$ cat config.mk
export PLATFORM = sky130hd
export DESIGN_NAME = elevator_call_scheduler
export DESIGN_NICKNAME = d
export VERILOG_FILES = /design/src/rtl/elevator_call_scheduler.sv
export SDC_FILE = /design/constraint.sdc
export NUM_CORES = 1
export LEC_CHECK = 0
export ABC_CLOCK_PERIOD_IN_PS = 4000
export CAP_MARGIN = 20
export CORE_AREA = 2 2 59 89
export CTS_BUF_LIST = sky130_fd_sc_hd__clkbuf_8
export CTS_CLUSTER_SIZE = 12
export DETAILED_ROUTE_END_ITERATION = 6
export DIE_AREA = 0 0 61 91
export HOLD_SLACK_MARGIN = 0.15
export PLACE_DENSITY = 0.76
export SLEW_MARGIN = 25
export SYNTH_ARGS = -nofsm -noshare
export SYNTH_HDL_FRONTEND = slang
export SYNTH_SLANG_ARGS = --single-unit
$ cat constraint.sdc
create_clock -name clk -period 4 [get_ports clk]
set_input_delay 0.6 -clock clk [delete_from_list [all_inputs] [get_ports clk]]
set_output_delay 0.6 -clock clk [all_outputs]
set_load 0.02 [all_outputs]
$ cat src/rtl/elevator_call_scheduler.sv
// LOOK-scheduled elevator call collector: latches call buttons, picks the next target floor
// and holds the door open for a dwell period at each stop. Optional macro: DOOR_HOLD_EN.
module elevator_call_scheduler #(
    parameter int NUM_FLOORS   = 10,
    parameter int FLOOR_W      = 4,
    parameter int DWELL_CYCLES = 16
) (
    input  logic                  clk,
    input  logic                  rst_n,
    input  logic [NUM_FLOORS-1:0] call_req,
    input  logic [FLOOR_W-1:0]    current_floor,
    input  logic                  car_idle,
`ifdef DOOR_HOLD_EN
    input  logic                  door_hold,
`endif
    output logic [FLOOR_W-1:0]    target_floor,
    output logic [NUM_FLOORS-1:0] pending,
    output logic                  door_open,
    output logic                  dir_up,
    output logic                  busy,
    output logic [1:0]            state_dbg
);

    localparam int CNT_W = (DWELL_CYCLES > 1) ? $clog2(DWELL_CYCLES) : 1;
    localparam logic [CNT_W-1:0] DWELL_LOAD = CNT_W'(DWELL_CYCLES - 1);

    typedef enum logic [1:0] {
        IDLE   = 2'd0,
        TRAVEL = 2'd1,
        DOOR   = 2'd2
    } state_e;

    state_e                  state_q, state_d;
    logic [NUM_FLOORS-1:0]   pending_q, pending_d;
    logic [FLOOR_W-1:0]      target_q, target_d;
    logic                    door_q, door_d;
    logic                    dir_q, dir_d;
    logic [CNT_W-1:0]        cnt_q, cnt_d;

    logic [NUM_FLOORS-1:0]   cur_onehot;
    logic [NUM_FLOORS-1:0]   clr_mask;
    logic [NUM_FLOORS-1:0]   call_eff;
    logic                    above_found, below_found;
    logic [FLOOR_W-1:0]      above_sel, below_sel;
    logic                    here_pending;
    logic                    cur_oor;
    logic                    hold;

`ifdef DOOR_HOLD_EN
    assign hold = door_hold;
`else
    assign hold = 1'b0;
`endif

    // Compare in 32 bits so NUM_FLOORS == 2**FLOOR_W does not wrap to zero.
    assign cur_oor = ({{(32-FLOOR_W){1'b0}}, current_floor} >= 32'(NUM_FLOORS));

    // Nearest pending floor strictly above (lowest) and strictly below (highest) the car.
    always_comb begin
        above_found = 1'b0;
        above_sel   = '0;
        below_found = 1'b0;
        below_sel   = '0;
        cur_onehot  = '0;
        for (int f = NUM_FLOORS - 1; f >= 0; f--) begin
            if (pending_q[f] && (FLOOR_W'(f) > current_floor)) begin
                above_found = 1'b1;
                above_sel   = FLOOR_W'(f);
            end
        end
        for (int f = 0; f < NUM_FLOORS; f++) begin
            if (pending_q[f] && (FLOOR_W'(f) < current_floor)) begin
                below_found = 1'b1;
                below_sel   = FLOOR_W'(f);
            end
            cur_onehot[f] = (FLOOR_W'(f) == current_floor);
        end
    end

    assign here_pending = |(pending_q & cur_onehot);

    always_comb begin
        state_d  = state_q;
        target_d = target_q;
        door_d   = door_q;
        dir_d    = dir_q;
        cnt_d    = cnt_q;
        clr_mask = '0;
        call_eff = call_req;

        // While dwelling, the button of the floor being served is ignored.
        if (state_q == DOOR) begin
            call_eff = call_req & ~cur_onehot;
        end

        if (cur_oor) begin
            state_d  = IDLE;
            target_d = '0;
            door_d   = 1'b0;
        end else begin
            unique case (state_q)
                IDLE: begin
                    target_d = current_floor;
                    if (here_pending) begin
                        state_d  = DOOR;
                        clr_mask = cur_onehot;
                        cnt_d    = DWELL_LOAD;
                        door_d   = 1'b1;
                    end else if (dir_q && above_found) begin
                        target_d = above_sel;
                        state_d  = TRAVEL;
                    end else if (below_found) begin
                        dir_d    = 1'b0;
                        target_d = below_sel;
                        state_d  = TRAVEL;
                    end else if (above_found) begin
                        dir_d    = 1'b1;
                        target_d = above_sel;
                        state_d  = TRAVEL;
                    end
                end
                TRAVEL: begin
                    if ((current_floor == target_q) && car_idle) begin
                        state_d  = DOOR;
                        clr_mask = cur_onehot;
                        cnt_d    = DWELL_LOAD;
                        door_d   = 1'b1;
                    end else if (dir_q && above_found && (above_sel < target_q)) begin
                        target_d = above_sel;
                    end else if (!dir_q && below_found && (below_sel > target_q)) begin
                        target_d = below_sel;
                    end
                end
                DOOR: begin
                    door_d = 1'b1;
                    if (hold) begin
                        cnt_d = DWELL_LOAD;
                    end else if (cnt_q == '0) begin
                        door_d  = 1'b0;
                        state_d = IDLE;
                    end else begin
                        cnt_d = cnt_q - CNT_W'(1);
                    end
                end
                default: begin
                    state_d = IDLE;
                    door_d  = 1'b0;
                end
            endcase
        end

        // Clear beats a simultaneous call for the same floor.
        pending_d = (pending_q | call_eff) & ~clr_mask;
    end

    always_ff @(posedge clk or negedge rst_n) begin
        if (!rst_n) begin
            state_q   <= IDLE;
            pending_q <= '0;
            target_q  <= '0;
            door_q    <= 1'b0;
            dir_q     <= 1'b1;
            cnt_q     <= '0;
        end else begin
            state_q   <= state_d;
            pending_q <= pending_d;
            target_q  <= target_d;
            door_q    <= door_d;
            dir_q     <= dir_d;
            cnt_q     <= cnt_d;
        end
    end

    assign target_floor = target_q;
    assign pending      = pending_q;
    assign door_open    = door_q;
    assign dir_up       = dir_q;
    assign busy         = (state_q != IDLE) || (pending_q != '0);
    assign state_dbg    = state_q;

endmodule

==> summary.txt, run 1 <==
total number of vias: 2631
CORE AREA: 0.00477 sq mm
vias in the first global route: 2526
count of input and output buffers: 35
Vias/cell: 6.39
Crit Reg-Reg Endpoint: target_floor[3]
nets: 372
Adder-Cell Fraction of Synth Area: 4.10%
H-tree levels: 1
Final min period: 3.73 ns
area of the mapped netlist: 0.00244 sq mm
skew final: 0.00202 ns
CTS tree: built
Synth Warn #: 0
post-synthesis cell count: 305
fin worst setup slack: 0.266 ns
Slew Viols, Final: 0
worst reg2reg startpoint: pending[2]
Final GP Congestion: 1.03
share of the synthesized area in the top cell type: 21.5%
leak pwr: 1.13 nW
die area: 0.00555 sq mm
FF-to-FF setup slack: 0.69 ns
post-route ant nets: 0
CTS Buf Count: 3
pin count of the biggest net entering global routing: 23
Yosys top cell by area: dfrtp_1
most common library cells after synthesis: 32 x a21oi_1, 23 x nor2_1, 21 x dfrtp_1, 21 x nand2_1, 19 x o21ai_0
WL final: 7.33 mm
syn avg cell area: 8.00 sq um
Placed Cells: 408
final setup vio count: 0
clock root buffer: clkbuf_8
max_cap viols: 0
Worst-path clk slew: 0.08 ns
simple-gate share of the synthesized area: 25.1%
setup TNS: 0 ns
Initial DRT Pass Iterations: 5
RSZ-0062 raised after global routing: no
WP data arrival: 3.93 ns
Sink Count: 22
Tot GR Track Use: 27.9%
largest family of logic cells by synthesized area: compound AO/OA/AOI/OAI gates
CP max FO: 14
Synth Flop Type: dfrtp_1
Mapped Nets: 330
status: completed
Pwr Total: 1.03 mW
clock buffer depth: 2
ys async rst share: 100%
area growth from synthesis to layout: 22.1%
first-pass GRT wire length: 12.0 mm
largest cells by area after synthesis: dfrtp_1 22%, a21oi_1 6.6%, ha_1 4.1%
r2r worst-path depth: 13
area of placed instances: 0.00290 sq mm
Ant. Diodes: 0
drt drc: 0
Final Hold Fails: 0
Yosys cell types: 73
number of synthesized flops with an enable pin: 0
hpwl dp: 5.49 mm
WHS: 0.284 ns
Design Area, Final: 0.00298 sq mm
post-synthesis register bit count: 22
xor and xnor area share after synthesis: 1.44%
Die Ht: 91 microns
gr ovfl total: 0
Post-Place Worst Slack: -0.0327 ns
Crit. End Element: flip-flop
Slew HR: 67.1%
die width: 61 microns
nature of the critical path startpoint: primary input
Compound-Gate Fraction of Synth Area: 35.2%
mux cell area share after synthesis: 3.03%
Clock Latency Late Sink: 0.27 ns
initial DRC count: 127
Peak VDD IR: 0.189 mV
initial antenna violation count: 0
Setup crit start: current_floor[3]
top-count cell post-synth: a21oi_1
Worst-Margin Slew: 0.494 ns
Cell Pwr Density: 344 mW/mm^2
final std cells w/o fill: 412
# rows: 31
DR WL/cell: 17.8 microns
I/O pin cnt: 36
register area share after synthesis: 22.6%
Hold Crit Class: in -> async
layout cells sized above 1: 16.2%
Layout Utilization: 62.4%
CP Class: in -> reg
hold buffers post-CTS: 0
Setup Fix Bufs, Post-CTS: 0
period utilisation layout: 93.3%
Fmax: 268 MHz
CP required: 4.20 ns
Initial Util: 51.1%
[placed cells by master, fill, tap and decap left out, types with 9 or more instances in the layout]
cell | netlist | final
nor2_1 | 23 | 23
nand2_1 | 21 | 21
inv_1 | 9 | 9
nor2b_1 | 11 | 11
nor3_1 | 10 | 10
clkdlybuf4s50_1 | 0 | 33
dfrtp_1 | 21 | 21
o21ai_0 | 19 | 19
buf_4 | 2 | 26
nand2b_1 | 9 | 9
a21oi_1 | 32 | 32
a211oi_1 | 9 | 9
[critical path: stages]
cell and delay (ns):
clkdlybuf4s50_1 0.52, buf_4 0.23, nor3_2 0.07, or3_1 0.32, a221oi_1 0.26, a21oi_1 0.18, ha_1 0.21, nor2b_1 0.10
o21ai_0 0.07, a32o_1 0.22, o41ai_1 0.27, buf_4 0.18, a21oi_2 0.05, or4_1 0.51, a21oi_1 0.13
[sequential cells by signal (all words and copies together) (netlist names)]
name          flops
state_dbg         2
target_floor      4
door_open         1
pending          10
cnt_q             4
dir_up            1
[layout make-up]
| class | count | area [sq um] |
|---|---|---|
| Sequential cell | 22 | 552 |
| Fill cell | 417 | 1790 |
| Tap cell | 66 | 82.6 |
| Timing Repair Buffer | 61 | 543 |
| Clock inverter | 1 | 30.0 |
| Multi-Input combinational cell | 249 | 1690 |
| Clock buffer | 3 | 41.3 |
| Inverter | 10 | 37.5 |
[metal layers]
metal	global-route usage [%]	share of wire [%]	routed length [microns]	vias up
met5	0	0	0	-
met4	15.9	5.3	392	0
met3	3.13	6.1	444	42
met2	43.8	49	3580	149
met1	35.9	40	2910	1211
li1	-	-	-	1229
[worst max-delay path by stage]
stage | slack [ns] | cells past startpoint | end
after floorplan | 0.45 | 14 | target_floor[3]
after global placement | 0.02 | 14 | target_floor[3]
after detailed placement | -0.03 | 14 | target_floor[3]
after CTS | 0.24 | 14 | target_floor[3]
after global routing | 0.003 | 15 | target_floor[2]
final | 0.27 | 15 | target_floor[3]
[report_power, final]
part | switching (mW) | internal (mW) | total, mW
Combinational | 0.268 | 0.230 | 0.498
Clock | 0.0763 | 0.134 | 0.210
Sequential | 0.0613 | 0.256 | 0.317
Total | 0.405 | 0.620 | 1.03
[cell families (layout without fill, tap and decap cells)]
family | after synthesis | in the layout
AO/OA/AOI/OAI | 120 | 120
AND/OR/NAND/NOR | 111 | 111
buffers and inverters | 34 | 75
flip-flops | 22 | 22
adder cells (fa/ha/maj) | 8 | 8
multiplexers | 6 | 6
XOR/XNOR | 4 | 4
[repair_timing]
action,4_1_cts,5_1_grt
hold endpoints to repair,0,0
gates resized for setup,0,3
endpoints found under the setup margin,0,4
No activity file was read; power rests on OpenSTA's default activity.
==> run 2: changes to the inputs <==
--- a/config.mk
+++ b/config.mk
@@ -5,15 +5,15 @@
 export SDC_FILE = /design/constraint.sdc
 export NUM_CORES = 1
 export LEC_CHECK = 0
-export ABC_CLOCK_PERIOD_IN_PS = 4000
+export ABC_CLOCK_PERIOD_IN_PS = 4100
 export CAP_MARGIN = 20
-export CORE_AREA = 2 2 59 89
+export CORE_AREA = 2 2 58 87
 export CTS_BUF_LIST = sky130_fd_sc_hd__clkbuf_8
 export CTS_CLUSTER_SIZE = 12
 export DETAILED_ROUTE_END_ITERATION = 6
-export DIE_AREA = 0 0 61 91
+export DIE_AREA = 0 0 60 89
 export HOLD_SLACK_MARGIN = 0.15
-export PLACE_DENSITY = 0.76
+export PLACE_DENSITY = 0.78
 export SLEW_MARGIN = 25
 export SYNTH_ARGS = -nofsm -noshare
 export SYNTH_HDL_FRONTEND = slang
==> constraint.sdc (replaced) <==
create_clock -name clk -period 4.1 [get_ports clk]
set_input_delay 0.41 -clock clk [delete_from_list [all_inputs] [get_ports clk]]
set_output_delay 0.41 -clock clk [all_outputs]
set_load 0.02 [all_outputs]
==> run 2 against run 1 <==
Net effect: sequential share of layout area grew 0.32 points; flip-flop and latch count is the same; worst setup slack gained 0.11 ns; final area shrank 1.7%; total power shrank 3.8%; core utilization grew 2.0 points; routed wire length shrank 2.8%; largest cell class unchanged.
==> summary.txt, run 2 (same netlist as run 1, synthesis figures left out) <==
Final GP Congestion: 0.978
CP max FO: 31
Clock Latency Late Sink: 0.27 ns
clock buffer depth: 2
Crit path largest cell delay: 0.53 ns
Ant. Diodes: 0
Tot GR Track Use: 28.5%
initial DRC count: 120
Final min period: 3.72 ns
max FFs per register: 10
nature of the critical path startpoint: primary input
register area: 552 sq um
Critical Path Slowest Stage Cell: or4_1
Slew Viols, Final: 0
clock root buffer: clkbuf_8
Crit. End Element: flip-flop
Worst-Margin Slew: 0.588 ns
CP required: 4.30 ns
Slew HR: 60.4%
count of input and output buffers: 35
status: completed
H-tree levels: 1
die width: 60 microns
Bufs and invs on worst path: 2
die area: 0.00534 sq mm
Multi-input gate area: 0.00168 sq mm
total number of vias: 2579
CTS tree: built
final setup vio count: 0
Die Ht: 89 microns
hpwl dp: 5.34 mm
WHS: 0.549 ns
Pwr Total: 0.987 mW
setup TNS: 0 ns
Initial DRT Pass Iterations: 4
top cell family by delay on the critical path: compound AO/OA/AOI/OAI gates
initial antenna violation count: 0
Cell Pwr Density: 337 mW/mm^2
area growth from synthesis to layout: 20.0%
nets: 364
commonest non-fill, non-tap cell in the layout: clkdlybuf4s50_1
drt drc: 0
Final Hold Fails: 0
DR WL/cell: 17.7 microns
Sink Count: 22
critical path, cell by cell: clkdlybuf4s50_1 -> buf_12 -> or2_2 -> a21o_1 -> a221oi_1 -> a21oi_1 -> ha_1 -> nor2b_1 -> o21ai_0 -> a32o_1 -> o41ai_1 -> a21oi_2 -> or4_1 -> a21oi_1
Fmax: 268 MHz
WL final: 7.12 mm
first-pass GRT wire length: 11.7 mm
layout cells sized above 1: 13.3%
gr ovfl total: 0
Peak VDD IR: 0.196 mV
most frequent cells in the layout: 34 x clkdlybuf4s50_1, 32 x a21oi_1, 23 x nor2_1
CORE AREA: 0.00454 sq mm
WP data arrival: 3.93 ns
leak pwr: 1.09 nW
period utilisation layout: 90.9%
# rows: 30
Hold Crit Class: reg -> reg
post-route ant nets: 0
I/O pin cnt: 36
Vias/cell: 6.42
CP Class: in -> reg
pin count of the biggest net entering global routing: 32
Initial Util: 53.7%
most frequent CP cell: a21oi_1
fillers: 390
post-CTS resize count: 0
vias in the first global route: 2474
RSZ-0062 raised after global routing: no
skew final: 0.00177 ns
CTS Buf Count: 3
Worst-path clk slew: 0.09 ns
max_cap viols: 0
==> run 2: changes by cell type in the layout (fill, tap and decap cells not counted) <==
cell             previous run  this run
a41oi_1                     1         2
a41oi_2                     1         0
buf_12                      0         2
buf_4                      26        15
clkdlybuf4s50_1            33        34
dlygate4sd3_1               0         1
dlymetal6s2s_1              1         0
nor4b_1                     0         1
nor4b_2                     1         0
==> run 2: timing repair <==
action	in CTS	in global routing
endpoints found under the hold margin	0	21
hold buffers	0	1
setup buffers	0	0
==> run 2: per-layer routing <==
metal	wire length (microns)	share of wire, %	global-route usage, %	vias up
met5	0	0	0	-
met4	432	6.1	16.2	0
met3	329	4.6	4.05	37
met2	3500	49	47.0	99
met1	2860	40	34.8	1232
li1	-	-	-	1211
==> run 2: power breakdown <==
group | switching (mW) | leakage, nW | internal [mW] | total (mW)
combinational | 0.255 | 0.824 | 0.213 | 0.467
clock | 0.0794 | 0.0357 | 0.131 | 0.210
sequential | 0.0596 | 0.226 | 0.250 | 0.309
==> run 2: worst register-to-register path: cells and delay by family (launching register included) <==
| kind | cells | cell delay [ns] |
|---|---|---|
| compound gates | 4 | 0.82 |
| fa+ha+maj | 1 | 0.28 |
| simple gates | 7 | 1.78 |
| flops | 1 | 0.54 |
==> run 2: layout make-up <==
class | instances | area share, %
Clock buffer | 3 | 1.41
Timing Repair Buffer | 53 | 17.4
Clock inverter | 1 | 1.03
Inverter | 10 | 1.28
Sequential cell | 22 | 18.8
Multi-Input combinational cell | 249 | 57.4
Tap cell | 64 | 2.74
==> run 2: final timing paths <==
check	slack, ns	endpoint	cells after the start	start
max	0.38	target_floor[3]	14	current_floor[1]
min	0.55	door_open	2	door_open
max reg2reg	0.60	target_floor[3]	12	pending[2]
min reg2reg	0.55	door_open	2	door_open
max in group asynchronous	3.12	dir_up	2	rst_n
min in group asynchronous	0.62	target_floor[3]	2	rst_n
==> run 2: metrics by stage <==
step           utilization (%)  cells  instance area (sq um)  setup slack (ns)
6_report                  64.5    402                   2930             0.375
5_1_grt                   64.5    402                   2930             0.163
4_1_cts                   64.4    401                   2920             0.389
3_5_place_dp              62.8    397                   2850             0.119
3_3_place_gp              62.8    397                   2850             0.234
2_1_floorplan                -    305                   2440             0.739
==> run 3: changes to the inputs <==
--- a/config.mk
+++ b/config.mk
@@ -6,7 +6,6 @@
 export NUM_CORES = 1
 export LEC_CHECK = 0
 export ABC_CLOCK_PERIOD_IN_PS = 4100
-export CAP_MARGIN = 20
 export CORE_AREA = 2 2 58 87
 export CTS_BUF_LIST = sky130_fd_sc_hd__clkbuf_8
 export CTS_CLUSTER_SIZE = 12
==> results of run 3 <==
No change in the layout: final DEF, timing and power equal those of run 2.
